--- config.mk ---
export PLATFORM = sky130hd
export DESIGN_NAME = cla4
export DESIGN_NICKNAME = d
export VERILOG_FILES = /design/src/rtl/cla4.sv
export SDC_FILE = /design/constraint.sdc
export NUM_CORES = 1
export LEC_CHECK = 0
export ABC_AREA = 1
export ABC_CLOCK_PERIOD_IN_PS = 2900
export CAP_MARGIN = 10
export CORE_AREA = 2 2 39 41
export CTS_CLUSTER_DIAMETER = 40
export DETAILED_ROUTE_END_ITERATION = 10
export DIE_AREA = 0 0 41 43
export PLACE_DENSITY = 0.75
export SYNTH_ARGS = -nofsm -noshare
export SYNTH_HDL_FRONTEND = slang
export SYNTH_SLANG_ARGS = --single-unit
--- constraint.sdc ---
create_clock -name clk -period 2.9 [get_ports clk]
set_input_delay 0.58 -clock clk [delete_from_list [all_inputs] [get_ports clk]]
set_output_delay 0.58 -clock clk [all_outputs]
set_load 0.1 [all_outputs]
--- src/rtl/cla4.sv ---
// 4-bit carry-lookahead adder with flattened carry equations and a registered result stage.
// Latency: s/c_out/c3/grp_p/grp_g/ovf combinational; s_q/c_out_q/ovf_q/out_valid one clk after in_valid.
// Backpressure: none; every in_valid cycle is captured. Optional macro CLA4_OVF_EN enables overflow logic.
module cla4 (
  input  logic       clk,
  input  logic       rst_n,
  input  logic [3:0] a,
  input  logic [3:0] b,
  input  logic       c_in,
  input  logic       in_valid,
  output logic [3:0] s,
  output logic       c_out,
  output logic       c3,
  output logic       grp_p,
  output logic       grp_g,
  output logic       ovf,
  output logic [3:0] s_q,
  output logic       c_out_q,
  output logic       ovf_q,
  output logic       out_valid
);

  logic [3:0] p;
  logic [3:0] g;
  logic [4:0] c;

  // Per-bit propagate / generate terms.
  always_comb begin
    p = a ^ b;
    g = a & b;
  end

  // Every carry is a two-level sum of products of p, g and c_in; none depends on another carry.
  always_comb begin
    c[0] = c_in;
    c[1] = g[0]
         | (p[0] & c_in);
    c[2] = g[1]
         | (p[1] & g[0])
         | (p[1] & p[0] & c_in);
    c[3] = g[2]
         | (p[2] & g[1])
         | (p[2] & p[1] & g[0])
         | (p[2] & p[1] & p[0] & c_in);
    c[4] = g[3]
         | (p[3] & g[2])
         | (p[3] & p[2] & g[1])
         | (p[3] & p[2] & p[1] & g[0])
         | (p[3] & p[2] & p[1] & p[0] & c_in);
  end

  // Sum bits, carry outputs and group terms for cascading into a larger adder.
  always_comb begin
    s     = p ^ c[3:0];
    c_out = c[4];
    c3    = c[3];
    grp_p = p[3] & p[2] & p[1] & p[0];
    grp_g = g[3]
          | (p[3] & g[2])
          | (p[3] & p[2] & g[1])
          | (p[3] & p[2] & p[1] & g[0]);
  end

  logic [3:0] s_d;
  logic       c_out_d;
  logic       valid_q;

  // Capture the combinational result only on in_valid; otherwise hold the last one.
  always_comb begin
    s_d     = s_q;
    c_out_d = c_out_q;
    if (in_valid) begin
      s_d     = s;
      c_out_d = c_out;
    end
  end

  // Result register; reset clears immediately and overrides a same-cycle capture.
  always_ff @(posedge clk or negedge rst_n) begin
    if (!rst_n) begin
      s_q     <= 4'd0;
      c_out_q <= 1'b0;
      valid_q <= 1'b0;
    end else begin
      s_q     <= s_d;
      c_out_q <= c_out_d;
      valid_q <= in_valid;
    end
  end

  assign out_valid = valid_q;

`ifdef CLA4_OVF_EN
  logic ovf_d;

  // Signed overflow: carry into the sign bit differs from carry out of it.
  always_comb begin
    ovf   = c[4] ^ c[3];
    ovf_d = in_valid ? ovf : ovf_q;
  end

  // Registered overflow flag, captured alongside the sum.
  always_ff @(posedge clk or negedge rst_n) begin
    if (!rst_n) begin
      ovf_q <= 1'b0;
    end else begin
      ovf_q <= ovf_d;
    end
  end
`else
  // Overflow logic not built; both flags are constant zero.
  always_comb begin
    ovf   = 1'b0;
    ovf_q = 1'b0;
  end
`endif

endmodule

# == Yosys cells after proc, flatten, opt, wreduce, memory -nomap -nowiden ==
# Cells that the tools add are included.
# word_totals
regBits,6
out_inout_bits,16
elab_cells,32
# op_classes
bitwise_logic,29
# op_table
operator,n
1-bit bitwise AND,16
1-bit OR,10
4-bit bitwise XOR,2
4-bit bitwise AND,1

# == Logic depth before layout (Yosys ltp) ==
# Gate-level depths: netlist of the first run.
# depth
word_depth,6
depth_mapped,8

# == Worst setup path before layout of the first run ==
# OpenSTA, ideal clock, no wires.
# synth_timing
kind,input to output
startpoint,input port a[0]
endpoint,output port s[1]
arrival_ps,2652
t_required_ps,2320
path_slack_ps,-332
stages,3
n_path_buf,0
cell_sequence,inv_1 -> fa_1 -> xnor2_1
# synth_between
elab_chain_cells,4
elab_cells_between_ends,5
cone_classes,5 x bitwise
# synth_rtl
item,line,source
from (decl),7,"input logic [3:0] a,"
4-bit bitwise XOR,29,p = a ^ b;
1-bit bitwise AND,37,| (p[0] & c_in);
1-bit OR (*),37,
4-bit bitwise XOR (*),54,s = p ^ c[3:0];
to (decl),11,"output logic [3:0] s,"
# Every way passes the cells marked *; elsewhere a longest branch is shown, timed or not.

# == Worst setup path in the final report of the first run ==
# layout_timing
startpoint,input port a[1]
endpoint,output port s[2]
# layout_between
elab_chain_cells,5
elab_cells_between_ends,8
cone_classes,8 x bitwise
# layout_rtl
item,line,source
4-bit bitwise XOR,29,
"1-bit bitwise AND, on equally long branches","39, 40",
1-bit OR / 1-bit bitwise AND (equally long branches),"39, 40",
1-bit OR (*),40,| (p[1] & p[0] & c_in);
4-bit bitwise XOR (*),54,
# Marks and branches as above.

==> results of run 1 <==
power groups by stage:
stage | combinational, uW | sequential (uW) | clock, uW
floorplan | 186 | 190 | 0
global placement | 388 | 103 | 0
detailed placement | 392 | 104 | 0
CTS | 392 | 103 | 73.7
global route | 405 | 104 | 74.3
finish | 390 | 102 | 71.1
synthesized netlist by cell type:
cell      instances  area [um2]
or2_1             1       6.260
o21bai_2          1       11.26
inv_1             7       26.28
nand2_1          20       75.07
nand3_2           1       10.01
xnor2_1           1       8.760
nand4_1           1       6.260
nand2_2           2       12.51
nand3_1           4       20.02
o21ai_1           1       5.000
nor2_2            1       6.260
a21oi_1           1       5.000
conb_1            1       3.750
buf_4             2       15.01
nand3b_1          1       7.510
ha_1              4       50.05
dfrtp_1           6       150.1
nor2_1            2       7.510
fa_1              1       20.02
and2_1            2       12.51
worst max-delay path by stage:
stage | from | to | slack [ns] | cells past startpoint
after floorplan | a[2] | s[3] | 0.14 | 6
after global placement | a[2] | s[3] | 0.18 | 8
after detailed placement | a[2] | s[3] | 0.16 | 8
after CTS | a[1] | s[2] | 0.15 | 9
after global routing | a[1] | s[2] | 0.03 | 9
final | a[1] | s[2] | 0.14 | 9
flip-flops by register name, indices dropped and copies added (netlist names):
name       count
out_valid      1
c_out_q        1
s_q            4
worst reg2reg max path: cells and delay by family (launching register included):
kind,cells,cell delay [ns]
DFF,1,0.38
and+or+nand+nor,1,0.06
AOI/OAI and AO/OA,1,0.06
stage by stage:
stage / power (uW) / hold WS (ns) / setup slack, ns
5_1_grt: 582.6 / 0.5060 / 0.03210
3_5_place_dp: 495.6 / 0.4717 / 0.1552
6_report: 563.5 / 0.4764 / 0.1428
4_1_cts: 568.7 / 0.4826 / 0.1455
2_1_floorplan: 375.3 / 0.2844 / 0.1369
3_3_place_gp: 491.2 / 0.4678 / 0.1830
per-layer routing:
metal	GRT usage (%)	up-vias	part of all wire (%)	routed length (um)
li1	-	242	-	-
met1	14.29	209	39	402
met2	20.00	15	53	542
met3	2.094	0	7.5	77
met4	6.000	0	0	0
met5	0	-	0	0
cell type report:
type	instances	area, um2
well taps	16	20.02
inverters	7	26.28
repair buffers	25	315.3
multi-input cells	46	285.3
fillers	134	564.3
clock buffers	3	22.52
flip-flops and latches	6	150.1
cells by family (layout without fill, tap and decap cells):
logic type               Yosys count  in the layout  share of synthesized area, %
AO/OA/AOI/OAI                      3              3                         4.630
XOR/XNOR                           1              1                         1.908
adder cells (fa/ha/maj)            5              5                         15.26
buffers and inverters              9             35                         8.992
flip-flops                         6              6                         32.70
other                              1              2                        0.8167
AND/OR/NAND/NOR                   35             35                         35.70
==> impl_results.md, run 1 <==
- Via Count: 466
- Net load switching power: 306.9 uW
- Flop2flop setup slack: 2.28 ns
- Worst setup path class: in -> out
- CTS HTree Levels: 1
- Pwr/cell area: 687.6 nW/um2
- F_max: 362.7 MHz
- CTS tree: done
- Internal: 256.6 uW
- Core Footprint: 1384 um2
- Fin. Hold Viols: 0
- I/O pins: 28
- Worst Path Max Fanout: 5
- DRC viols: 0
- CTS clk-pin slew, worst paths: 0.04 ns
- TritonCTS Sinks: 6
- Global-route wire length before repair: 1.497 mm
- GRT Overall Usage: 12.19%
- Antenna diodes: 0
- Hpwl dp: 921 um
- Floorplan die width: 41 um
- Outcome: completed
- Total CTS buffers: 3
- Root buf cell: clkbuf_4
- Worst-skew pair later-pin latency: 0.23 ns
- Antenna violations before repair: 0
- Part of the power in registers: 18.2%
- Sequential area share after synthesis: 32.70%
- Most frequent cells in the layout: nand2_1 (20), clkdlybuf4s50_1 (11), buf_12 (8)
- R2r endpoint: s_q[0]$_DFFE_PN0P_
- Finished Layout Cells: 103
- Clock power frac: 12.6%
- Setup Skew: 0 ns
- Max incr delay on CP: 0.40 ns
- R2R depth: 2
- Total negative slack: 0 ns
- Worst EP required: 2.32 ns
- Final period demand of the worst path: 2.757 ns
- Vias in the first global route: 380
- Crit path cell chain: clkdlybuf4s50_1, ha_1, nand2_1, inv_1, nor2_1, nand2_1, nand2_1, and2_1, buf_12
- Pin count of the biggest net entering global routing: 7
- Max_cap viols: 0
- Most Frequent Cell on Critical Path: nand2_1
- Setup violators final: 0
- Final Cycle Share: 95.08%
- Total Wirelength: 1.023 mm
- Slew Limit Fails: 0
- Share of cells above drive strength 1: 27.59%
- Die Y-Extent: 43 um
- Initial core utilization: 33.18%
- PortBufs: 25
- Quantity of gates resized following cts: 0
- Worst Path Arrival: 2.18 ns
- Dpl cell area: 797.0 um2
- Synth-to-layout area growth: 78.47%
- Mean Syn Cell Area: 7.653 um2
- Hold Crit Class: reg -> reg
- Yosys cell types: 20
- Maximum root-to-sink buffer count: 2
- RSZ-0062 raised after global routing: no
- DR pass1 iterations: 4
- Drt wl/cell: 9.932 um
- GPL Wtd Cong: 0.7505
- Mapped cell area: 459.2 um2
- Hold Path Depth: 2
- Worst setup EP type: output pin
- Post CTS Setup Buffer Count: 0
- Die Area: 1763 um2
- Warnings from Yosys: 0
- Max VDD drop: 0.2178 mV
- Hold path start: s_q[3]$_DFFE_PN0P_
- Post-layout nets: 106
- Final core area utilization: 59.22%
- Row cnt: 14
- Syn Inst Count: 60
- WP buf/inv: 3
- Most common cell after layout, fill and taps aside: nand2_1
- Vias per std cell: 4.524
- Register bit total from synthesis: 6
- Hold buffers post-CTS: 0
- Worst r2r src: s_q[0]$_DFFE_PN0P_
- Hold Path End: s_q[3]$_DFFE_PN0P_
- Drt initial violations: 11
- Gr ovfl total: 0
- Net Sw Frac: 54.46%
- Crit-path slowest cell: clkdlybuf4s50_1
- Top delay family on crit path: buffers and inverters
- Dpl cells: 100
- Startpoint Class: input port
- Cell area after layout: 819.5 um2
- Logic pwr share: 69.2%
- Final ANT Viol Nets: 0
- Static leakage: 0.0004247 uW
(Power assumes the default switching activity.)
==> inputs of run 2 (changes only) <==
--- a/config.mk
+++ b/config.mk
@@ -13,6 +13,7 @@
 export DETAILED_ROUTE_END_ITERATION = 10
 export DIE_AREA = 0 0 41 43
 export PLACE_DENSITY = 0.75
+export SLEW_MARGIN = 20
 export SYNTH_ARGS = -nofsm -noshare
 export SYNTH_HDL_FRONTEND = slang
 export SYNTH_SLANG_ARGS = --single-unit
==> results of run 2 <==
Final layout, timing and power as in run 1 (identical DEF).
